### src/rtl/edge_detect_pkg.sv
// Shared constants for the multi-channel edge detector: edge-select encodings
// and filter counter sizing.
package edge_detect_pkg;

  localparam logic [1:0] EDGE_OFF  = 2'b00;
  localparam logic [1:0] EDGE_RISE = 2'b01;
  localparam logic [1:0] EDGE_FALL = 2'b10;
  localparam logic [1:0] EDGE_BOTH = 2'b11;

  localparam int FILTER_MAX = 15;
  localparam int FC_W       = 4;

  // True when a level transition in the given direction is selected by mode.
  function automatic logic edge_qualifies(logic [1:0] mode, logic rising);
    if (rising) return (mode == EDGE_RISE) || (mode == EDGE_BOTH);
    else        return (mode == EDGE_FALL) || (mode == EDGE_BOTH);
  endfunction

endpackage

### src/rtl/edge_detect_multi_if.sv
// Bus bundle between the edge detector and its client: raw inputs and
// controls in, per-channel level/strobe/flags/interval out.
interface edge_detect_multi_if #(
  parameter int CHANNELS       = 4,
  parameter int INTERVAL_WIDTH = 16
);
  logic [CHANNELS-1:0]                data;
  logic [2*CHANNELS-1:0]              mode;
  logic [CHANNELS-1:0]                ack;
  logic [CHANNELS-1:0]                level;
  logic [CHANNELS-1:0]                strobe;
  logic [CHANNELS-1:0]                pending;
  logic [CHANNELS-1:0]                overflow;
  logic [CHANNELS*INTERVAL_WIDTH-1:0] interval;

  modport master (output data, mode, ack,
                  input  level, strobe, pending, overflow, interval);
  modport slave  (input  data, mode, ack,
                  output level, strobe, pending, overflow, interval);
endinterface

### src/rtl/edge_detect_channel.sv
// One channel: synchroniser, glitch filter, edge strobe, sticky
// pending/overflow flags and edge-to-edge interval measurement.
module edge_detect_channel
  import edge_detect_pkg::*;
#(
  parameter int SYNC_STAGES    = 2,
  parameter int FILTER_CYCLES  = 3,
  parameter int INTERVAL_WIDTH = 16
) (
  input  logic                      clk,
  input  logic                      rst,
  input  logic                      din,
  input  logic [1:0]                mode,
  input  logic                      ack,
  output logic                      level,
  output logic                      strobe,
  output logic                      pending,
  output logic                      overflow,
  output logic [INTERVAL_WIDTH-1:0] interval
);

  localparam logic [FC_W-1:0]           FC_LAST = FC_W'(FILTER_CYCLES - 1);
  localparam logic [INTERVAL_WIDTH-1:0] RC_MAX  = '1;

  logic [SYNC_STAGES-1:0]    sync_q;
  logic [FC_W-1:0]           fc;
  logic [INTERVAL_WIDTH-1:0] rc;
  logic                      s;
  logic                      accept;
  logic                      fire;
  logic [INTERVAL_WIDTH-1:0] rc_inc;

  assign s      = sync_q[SYNC_STAGES-1];
  assign accept = (s != level) && (fc == FC_LAST);
  // Mode is only consulted at the moment a new level is accepted.
  assign fire   = accept && edge_qualifies(mode, s);
  assign rc_inc = (rc == RC_MAX) ? RC_MAX : rc + 1'b1;

  always_ff @(posedge clk) begin
    if (rst) begin
      sync_q   <= '0;
      fc       <= '0;
      level    <= 1'b0;
      strobe   <= 1'b0;
      pending  <= 1'b0;
      overflow <= 1'b0;
      rc       <= '0;
      interval <= '0;
    end else begin
      sync_q <= {sync_q[SYNC_STAGES-2:0], din};

      if (s == level) begin
        fc <= '0;
      end else if (accept) begin
        level <= s;
        fc    <= '0;
      end else begin
        fc <= fc + 1'b1;
      end

      strobe <= fire;

      if (fire) begin
        interval <= rc_inc;
        rc       <= '0;
      end else begin
        rc <= rc_inc;
      end

      // Flags react to the strobe already on the output.
      if (strobe && ack) begin
        pending  <= 1'b1;
        overflow <= 1'b0;
      end else if (strobe && pending) begin
        overflow <= 1'b1;
      end else if (strobe) begin
        pending <= 1'b1;
      end else if (ack) begin
        pending  <= 1'b0;
        overflow <= 1'b0;
      end
    end
  end

endmodule

### src/rtl/edge_detect_multi.sv
// Multi-channel edge detector: CHANNELS independent copies of the per-channel
// detector, gathered onto one interface.
module edge_detect_multi
  import edge_detect_pkg::*;
#(
  parameter int CHANNELS       = 4,
  parameter int SYNC_STAGES    = 2,
  parameter int FILTER_CYCLES  = 3,
  parameter int INTERVAL_WIDTH = 16
) (
  input  logic                clk,
  input  logic                rst,
  edge_detect_multi_if.slave  bus
);

  logic [CHANNELS-1:0]                     level_w;
  logic [CHANNELS-1:0]                     strobe_w;
  logic [CHANNELS-1:0]                     pending_w;
  logic [CHANNELS-1:0]                     overflow_w;
  logic [CHANNELS-1:0][INTERVAL_WIDTH-1:0] interval_w;

  for (genvar i = 0; i < CHANNELS; i++) begin : g_ch
    edge_detect_channel #(
      .SYNC_STAGES    (SYNC_STAGES),
      .FILTER_CYCLES  (FILTER_CYCLES),
      .INTERVAL_WIDTH (INTERVAL_WIDTH)
    ) u_ch (
      .clk      (clk),
      .rst      (rst),
      .din      (bus.data[i]),
      .mode     (bus.mode[2*i +: 2]),
      .ack      (bus.ack[i]),
      .level    (level_w[i]),
      .strobe   (strobe_w[i]),
      .pending  (pending_w[i]),
      .overflow (overflow_w[i]),
      .interval (interval_w[i])
    );
  end

  assign bus.level    = level_w;
  assign bus.strobe   = strobe_w;
  assign bus.pending  = pending_w;
  assign bus.overflow = overflow_w;
  assign bus.interval = interval_w;

endmodule

### src/flat_wrapper.sv
// flat-port wrapper written by rule: the top's interface ports become plain ports
module edge_detect_multi_flat import edge_detect_pkg::*;
#(
  parameter int CHANNELS       = 4,
  parameter int SYNC_STAGES    = 2,
  parameter int FILTER_CYCLES  = 3,
  parameter int INTERVAL_WIDTH = 16
)
  (clk, rst, bus_data, bus_mode, bus_ack, bus_level, bus_strobe, bus_pending, bus_overflow, bus_interval);
  edge_detect_multi_if #(.CHANNELS(CHANNELS), .INTERVAL_WIDTH(INTERVAL_WIDTH)) bus_i ();
  input  logic clk;
  input  logic rst;
  input wire logic [$bits(bus_i.data)-1:0] bus_data;
  input wire logic [$bits(bus_i.mode)-1:0] bus_mode;
  input wire logic [$bits(bus_i.ack)-1:0] bus_ack;
  output wire logic [$bits(bus_i.level)-1:0] bus_level;
  output wire logic [$bits(bus_i.strobe)-1:0] bus_strobe;
  output wire logic [$bits(bus_i.pending)-1:0] bus_pending;
  output wire logic [$bits(bus_i.overflow)-1:0] bus_overflow;
  output wire logic [$bits(bus_i.interval)-1:0] bus_interval;
  assign bus_i.data = bus_data;
  assign bus_i.mode = bus_mode;
  assign bus_i.ack = bus_ack;
  assign bus_level = bus_i.level;
  assign bus_strobe = bus_i.strobe;
  assign bus_pending = bus_i.pending;
  assign bus_overflow = bus_i.overflow;
  assign bus_interval = bus_i.interval;
  edge_detect_multi #(.CHANNELS(CHANNELS), .SYNC_STAGES(SYNC_STAGES), .FILTER_CYCLES(FILTER_CYCLES), .INTERVAL_WIDTH(INTERVAL_WIDTH)) u_core (.clk(clk), .rst(rst), .bus(bus_i));
endmodule
### config.mk
export PLATFORM = sky130hd
export DESIGN_NAME = edge_detect_multi_flat
export DESIGN_NICKNAME = d
export VERILOG_FILES = /design/src/rtl/edge_detect_pkg.sv /design/src/rtl/edge_detect_multi_if.sv /design/src/rtl/edge_detect_channel.sv /design/src/rtl/edge_detect_multi.sv /design/src/flat_wrapper.sv
export SDC_FILE = /design/constraint.sdc
export NUM_CORES = 1
export LEC_CHECK = 0
export ABC_AREA = 1
export BUFFER_PORTS_ARGS = -buffer_cell sky130_fd_sc_hd__buf_2
export CORE_MARGIN = 3
export CORE_UTILIZATION = 45
export DETAILED_ROUTE_END_ITERATION = 6
export GPL_ROUTABILITY_DRIVEN = 0
export PLACE_DENSITY = 0.69
export SLEW_MARGIN = 40
export SYNTH_ARGS = -nofsm -noshare
export SYNTH_HDL_FRONTEND = slang
export SYNTH_HIERARCHICAL = 1
export SYNTH_SLANG_ARGS = --single-unit
### constraint.sdc
create_clock -name clk -period 1.8 [get_ports clk]
set_clock_uncertainty 0.15 [all_clocks]
set_input_delay 0.27 -clock clk [delete_from_list [all_inputs] [get_ports clk]]
set_output_delay 0.27 -clock clk [all_outputs]
set_load 0.03 [all_outputs]
==> results.md, run 1 <==
- Clk sinks: 168
- Max-cap viol count: 0
- Post-Synthesis Cell Area: 7390 um^2
- Hold Violations, Final: 0
- Final Power: 7490 uW
- Wire per inst: 11.0 um
- Sequential fraction of the synthesis area: 45.5%
- Clock latency reported for the late side of the worst-skew pair: 0.42 ns
- DR vias/cell: 4.57
- Kind of critical path: reg -> reg
- Placed cells: 1290
- Period Utilization, post-route: 88.6%
- # port buffers: 97
- Status: finished clean
- Data required, critical path: 2.00 ns
- Largest net degree at the start of global routing: 24
- Async SR Flop Fraction: 0%
- Worst-margin pin slew: 0.362 ns
- Syn Area/Cell: 7.51 um^2
- Clock slew at reported path FFs: 0.06 ns
- Largest stage delay, worst path: 0.38 ns
- CTS root buffer: clkbuf_16
- Antenna Nets Post-Route: 0
- Filler Cell Count: 1552
- Multi-input logic area: 3450 um^2
- Endpoints failing setup: 0
- Peak supply drop: 0.619 mV
- First-pass GRT wire length: 25.1 mm
- WL met2: 6.84 mm
- TritonCTS clock tree: yes
- DRT met1 WL: 7.08 mm
- Type of origin of the critical path: flop
- Die X: 134 um
- CTS Buf Count: 17
- Critical path's slowest cell: dfxtp_1
- Share of layout cells above drive strength 1: 20.3%
- Max-slew violation count: 0
- Io pins: 98
- Synth warn: 6
- Final nets: 1131
- GRT overflow: 0
- Slew margin rel.: 75.8%
- DRC violations left: 0
- Endpoint class of the critical path: flop
- Row count: 46
- Clock buffer depth: 2
- 1st-iter DRT viols: 251
- Final min period: 1.60 ns
- Die Ht: 134 um
- Netlist cell types: 27
- Pleak: 0.00446 uW
- F_max: 0.627 GHz
- Top sig layer: met4
- RSZ-0062 raised after global routing: yes
- Worst EP arrival: 1.79 ns
- Gr usage total: 16.8%
- Final HPWL DP: 10.6 mm
- Dominant synthesized flop cell: dfxtp_1
- CP Cell Sequence: inv_1, ha_1, nand2_1, inv_2, nand3_2, nand2_4, inv_2, nand2_1, o21ai_1
- Synthesized flop and latch total: 168
- Critical Path Fanout Max: 23
- DIE AREA: 18000 um^2
- Vias in the first global route: 5617
- Post-Route WL: 14.6 mm
- DR WL met3: 521 um
- Area of the core: 16000 um^2
- DR vias: 6083
- Power Density: 855 nW/um^2
- CTS H-tree lvls: 4
- Non-Filler Instances: 1330
- Ant. Diodes: 0
- Synthesized Nets: 1014
- Starting Density: 46.2%
- Drt first pass iters: 4
- Worst min path class: in -> reg
- Area grow syn2layout: 18.5%
- Seq. cell area: 3360 um^2
- Initial antenna violation count: 0
- Cell count after synthesis: 984
- Post-synth EDFFs: 0
- Buf/Inv on CP: 3
- Top delay family on crit path: buffers and inverters
==> repair_timing <==
item / in CTS / in global routing
endpoints found under the hold margin: 8 / 0
hold buffers: 8 / 0
setup buffers: 0 / 0
resized for setup: 0 / 7
endpoints found under the setup margin: 0 / 28
==> layer usage <==
layer  up-vias  GRT usage [%]
met3        17           4.80
met1      2690           21.2
met4         0           4.07
met5         -              0
li1       3287              -
met2        89           28.7
==> Yosys cell counts (12+ instances only) <==
master / n / area share (%)
nand2_1: 310 / 16
dfxtp_1: 168 / 46
nor2_1: 117 / 5.9
inv_1: 107 / 5.4
nand3_1: 59 / 4.0
o21ai_1: 29 / 2.0
xor2_1: 20 / 2.4
inv_2: 17 / 0.86
nand3_2: 17 / 2.3
nor2_4: 17 / 2.6
a21oi_1: 15 / 1.0
xnor2_1: 15 / 1.8
ha_1: 12 / 2.0
o21ai_0: 12 / 0.81
==> layout by cell type (no fill, tap or decap) <==
cell type      synthesis  layout
nor2_8                 1       1
nor2_1               117     116
inv_6                  0       1
xor2_1                20      20
buf_4                  0       8
nor2_2                11      12
xnor2_1               15      15
inv_4                  0       3
inv_1                107     107
a31oi_1                4       4
clkinv_4               0       3
o21ai_1               29      29
nand4_1                8       8
nand3_2               17      17
bufinv_16              0       1
ha_1                  12      12
nand4_4                1       1
dlygate4sd3_1          0       8
o21ai_0               12      12
and2_1                 1       1
clkinv_2               0       6
a22o_1                 4       4
nand2_4                6       6
nand4_2                7       7
nand3_1               59      59
or2_2                  4       4
buf_2                  9      97
nand2_2                7       7
clkbuf_16              0      17
dfxtp_1              168     168
a21oi_1               15      15
nor2_4                17      17
clkbuf_8               0       4
nand2_1              310     310
inv_2                 17      14
==> worst register-to-register path, delay by kind of cell, from the launching register on <==
kind                       cells  cell delay (ns)
buffers and inverters          3             0.40
and+or+nand+nor                4             0.35
DFF                            1             0.38
adders and majority gates      1             0.19
AOI/OAI and AO/OA              1             0.08
==> stage by stage <==
step | util (%) | cell area, um^2 | setup TNS, ns | hold WS, ns | worst slack (ns)
after global routing | 54.7 | 8760 | -0.00416 | 0.0814 | -0.00416
after floorplan | - | 7390 | 0 | 0.191 | 0.328
after global placement | 50.6 | 8090 | 0 | 0.239 | 0.198
final | 54.7 | 8760 | 0 | 0.0746 | 0.204
after detailed placement | 50.6 | 8090 | 0 | 0.250 | 0.151
after CTS | 54.7 | 8750 | 0 | 0.0834 | 0.142
==> registers in the layout, summed over array words and instances, names as in the netlist <==
name                       count
u_core/g_ch.u_ch/pending       4
u_core/g_ch.u_ch/overflow      4
u_core/g_ch.u_ch/interval     64
u_core/g_ch.u_ch/sync_q        8
u_core/g_ch.u_ch/fc           16
u_core/g_ch.u_ch/strobe        4
u_core/g_ch.u_ch/rc           64
u_core/g_ch.u_ch/level         4
==> layout make-up <==
| class | count | share of cell area [%] |
|---|---|---|
| multi-input combinational | 677 | 39.4 |
| tap | 216 | 3.09 |
| sequential | 168 | 38.4 |
| clock inverter | 11 | 1.09 |
| timing repair buffer | 113 | 7.14 |
| clock buffer | 21 | 5.49 |
| inverter | 124 | 5.40 |
==> cells by family after synthesis <==
logic type	count (synthesis)	synth area share (%)
AO/OA/AOI/OAI	64	4.61
XOR/XNOR	35	4.15
adder cells (fa/ha/maj)	12	2.03
buffers and inverters	139	7.82
flip-flops	168	45.5
AND/OR/NAND/NOR	566	35.9
==> power by group <==
part / leakage, uW / internal (uW) / switching (uW)
Sequential: 0.00136 / 3750 / 31.1
Clock: 0.000293 / 2050 / 1440
Combinational: 0.00281 / 80.4 / 137
==> worst paths after layout <==
check	from	to	slack (ns)	cells past startpoint
worst max register to register	u_core/g_ch[3].u_ch/fc[0]	u_core/g_ch[3].u_ch/interval[1]	0.20	9
worst min-delay path	rst	u_core/g_ch[1].u_ch/sync_q[1]	0.07	2
worst min register to register	u_core/g_ch[0].u_ch/sync_q[0]	u_core/g_ch[0].u_ch/sync_q[1]	0.26	2
worst max-delay path	u_core/g_ch[3].u_ch/fc[0]	u_core/g_ch[3].u_ch/interval[1]	0.20	9
Power figures use the tool's default switching activity.
==> inputs of run 2 (changes only) <==
Settings changed: GPL_ROUTABILITY_DRIVEN 0 to not set, SYNTH_HIERARCHICAL 1 to not set.
==> run 2 against run 1 <==
Against the previous run: sequential power is essentially flat; sequential share of layout area grew 0.086 points; first-iteration DRC count grew 49%; design area shrank 0.19%; non-clock buffer count grew 7; via count grew 1.2%; final cell count grew 1.3%.
==> results.md, run 2 <==
- Final WS setup: 0.152 ns (was 0.204 ns)
- DR vias: 6158 (was 6083)
- CTS Buf Count: 17 (unchanged)
- Drt first pass iters: 6 (was 4)
- Setup TNS: 0 ns (unchanged)
- Synthesized flop and latch total: 168 (unchanged)
- Async SR Flop Fraction: 0% (unchanged)
- Synth warn: 0 (was 6)
- GRT overflow: 0 (unchanged)
- CTS H-tree lvls: 4 (unchanged)
- Initial antenna violation count: 0 (unchanged)
- Antenna Nets Post-Route: 0 (unchanged)
- Starting Density: 46.1% (was 46.2%)
- Clock slew at reported path FFs: 0.07 ns (was 0.06 ns)
- Critical Path Fanout Max: 15 (was 23)
- Status: finished clean (unchanged)
- Post-CTS Setup Bufs: 0 (unchanged)
- Endpoints failing setup: 0 (unchanged)
- Gr usage total: 17.7% (was 16.8%)
- Fin util: 54.8% (was 54.7%)
- Synth cell count leaders: 340 x nand2_1, 168 x dfxtp_1, 112 x inv_1 (was 310 x nand2_1, 168 x dfxtp_1, 117 x nor2_1)
- Clock buffer depth: 2 (unchanged)
- F_max: 0.607 GHz (was 0.627 GHz)
- Endpoint class of the critical path: flop (unchanged)
- Clock latency reported for the late side of the worst-skew pair: 0.42 ns (about the same)
- Data required, critical path: 2.01 ns (was 2.00 ns)
- Worst EP arrival: 1.86 ns (was 1.79 ns)
- Type of origin of the critical path: flop (unchanged)
- Die Ht: 134 um (about the same)
- Post-synth EDFFs: 0 (unchanged)
- Synthesized Nets: 1046 (was 1014)
- Buf/Inv on CP: 1 (was 3)
- Row count: 46 (unchanged)
- TritonCTS clock tree: yes (unchanged)
- Hold Violations, Final: 0 (unchanged)
- Final HPWL DP: 10.9 mm (was 10.6 mm)
- Largest net degree at the start of global routing: 23 (was 24)
- Area of the core: 15900 um^2 (was 16000 um^2)
- CP dominant cell by count: nand2_1
- Most common cell in the netlist: nand2_1 (unchanged)
- DIE AREA: 17900 um^2 (was 18000 um^2)
- DRC violations left: 0 (unchanged)
- Peak supply drop: 0.839 mV (was 0.619 mV)
- Period Utilization, post-route: 91.6% (was 88.6%)
- Commonest non-fill, non-tap cell in the layout: nand2_1 (unchanged)
- CTS root buffer: clkbuf_16 (unchanged)
- Sequential fraction of the synthesis area: 45.7% (was 45.5%)
- DR vias/cell: 4.57 (about the same)
- CP Cell Sequence: ha_4, nand3_2, inv_2, nand2_2, nor2_4, nand2_8, nand3_1, nand2_1, nand2_1 (was inv_1, ha_1, nand2_1, inv_2, nand3_2, nand2_4, inv_2, nand2_1, o21ai_1)
- DP Worst Slack: 0.123 ns (was 0.151 ns)
- Top delay family on crit path: simple AND/OR/NAND/NOR gates (was buffers and inverters)
- Post-Synthesis Cell Area: 7360 um^2 (was 7390 um^2)
- Seq. cell area: 3360 um^2 (about the same)
- 1st-iter DRT viols: 375 (was 251)
- Final Wtd Congestion: 0.848
- Share of layout cells above drive strength 1: 18.1% (was 20.3%)
- Largest stage delay, worst path: 0.39 ns (was 0.38 ns)
- Kind of critical path: reg -> reg (unchanged)
- Io pins: 98 (unchanged)
- Worst-margin pin slew: 0.434 ns (was 0.362 ns)
- Critical path's slowest cell: dfxtp_1 (unchanged)
- Top cell type's share of synthesized area: 45.7% (was 45.5%)
- # port buffers: 97 (unchanged)
- Die X: 134 um (about the same)
- Most frequent cells in the layout: 340 x nand2_1, 167 x dfxtp_1, 112 x inv_1 (was 310 x nand2_1, 168 x dfxtp_1, 116 x nor2_1)
- Wire per inst: 11.4 um (was 11.0 um)
- Netlist cell types: 32 (was 27)
- Area grow syn2layout: 18.8% (was 18.5%)
- Top cells by area, synth: dfxtp_1 46%, nand2_1 17%, inv_1 5.7% (was dfxtp_1 46%, nand2_1 16%, nor2_1 5.9%)
- Multi-input logic area: 3300 um^2 (was 3450 um^2)
- Vias in the first global route: 5794 (was 5617)
- Power Density: 903 nW/um^2 (was 855 nW/um^2)
- First-pass GRT wire length: 26.2 mm (was 25.1 mm)
- Max-slew violation count: 0 (unchanged)
- Clk sinks: 168 (unchanged)
- Dominant synthesized flop cell: dfxtp_1 (unchanged)
- Ant. Diodes: 0 (unchanged)
- Regs by FF count: u_core.g_ch.u_ch.interval x64, u_core.g_ch.u_ch.rc x64, u_core.g_ch.u_ch.fc x16 (was u_core/g_ch.u_ch/interval x64, u_core/g_ch.u_ch/rc x64, u_core/g_ch.u_ch/fc x16)
- Cell taking the most area after synthesis: dfxtp_1 (unchanged)
- Filler Cell Count: 1541 (was 1552)
- Max-cap viol count: 0 (unchanged)
- Slew margin rel.: 71.0% (was 75.8%)
- Pleak: 0.00451 uW (was 0.00446 uW)
- Cell count after synthesis: 1016 (was 984)
- Final min period: 1.65 ns (was 1.60 ns)
- Final nets: 1148 (was 1131)
- Final Power: 7890 uW (was 7490 uW)
- RSZ-0062 raised after global routing: no (was yes)
- Syn Area/Cell: 7.24 um^2 (was 7.51 um^2)
- Post-Route WL: 15.3 mm (was 14.6 mm)
- Worst min path class: in -> reg (unchanged)
## run 2: final cells by class
cell class	instances	share of cell area [%]
Sequential cell	168	38.5
Inverter	132	5.75
Clock inverter	12	1.98
Timing Repair Buffer	120	7.76
Clock buffer	20	5.22
Tap cell	216	3.09
Multi-Input combinational cell	679	37.7
## run 2: metal layers
metal / vias up / part of all wire (%) / track usage (%)
met5: - / 0 / 0
met4: 0 / 0.83 / 4.86
met3: 12 / 4.6 / 4.58
met2: 106 / 47 / 30.0
met1: 2733 / 47 / 22.3
li1: 3307 / - / -
## run 2: power breakdown
part | internal (uW) | leakage (uW) | switching [uW]
sequential | 3750 | 0.00136 | 30.4
clock | 2390 | 0.000306 | 1480
combinational | 93.2 | 0.00284 | 142
total | 6240 | 0.00451 | 1650
## run 2: worst min-delay path, cell delays in order
cell and delay [ns]:
buf_2 0.10, buf_4 0.22, nor2_1 0.07
## run 2: worst paths after layout
kind | to | slack [ns] | cells past startpoint | start
worst max-delay path | u_core.g_ch[0].u_ch.interval[13] | 0.15 | 9 | u_core.g_ch[0].u_ch.rc[0]
worst min-delay path | u_core.g_ch[0].u_ch.sync_q[0] | 0.14 | 3 | rst
worst max register to register | u_core.g_ch[0].u_ch.interval[13] | 0.15 | 9 | u_core.g_ch[0].u_ch.rc[0]
worst min register to register | u_core.g_ch[2].u_ch.sync_q[1] | 0.25 | 2 | u_core.g_ch[2].u_ch.sync_q[0]
## run 2: logic make-up (layout without fill, tap and decap cells)
kind of cell	Yosys count	in the layout	synth area share [%]
compound gates	67	67	4.74
xor+xnor	37	37	4.40
fa+ha+maj	12	12	2.04
buf+inv	169	284	10.1
flops	168	168	45.7
simple gates	563	563	33.0
## run 2: per-stage QoR
step / cell area [um^2] / std cells / hold slack [ns]
floorplan: 7360 / 1016 / 0.227
global placement: 7980 / 1307 / 0.240
detailed placement: 7980 / 1307 / 0.247
CTS: 8690 / 1347 / 0.129
global route: 8740 / 1347 / 0.123
finish: 8740 / 1347 / 0.136
## run 2: timing repair
item,CTS,global route
resized for setup,0,15
endpoints found under the hold margin,9,0
setup endpoints to repair,0,54
hold buffers,8,0
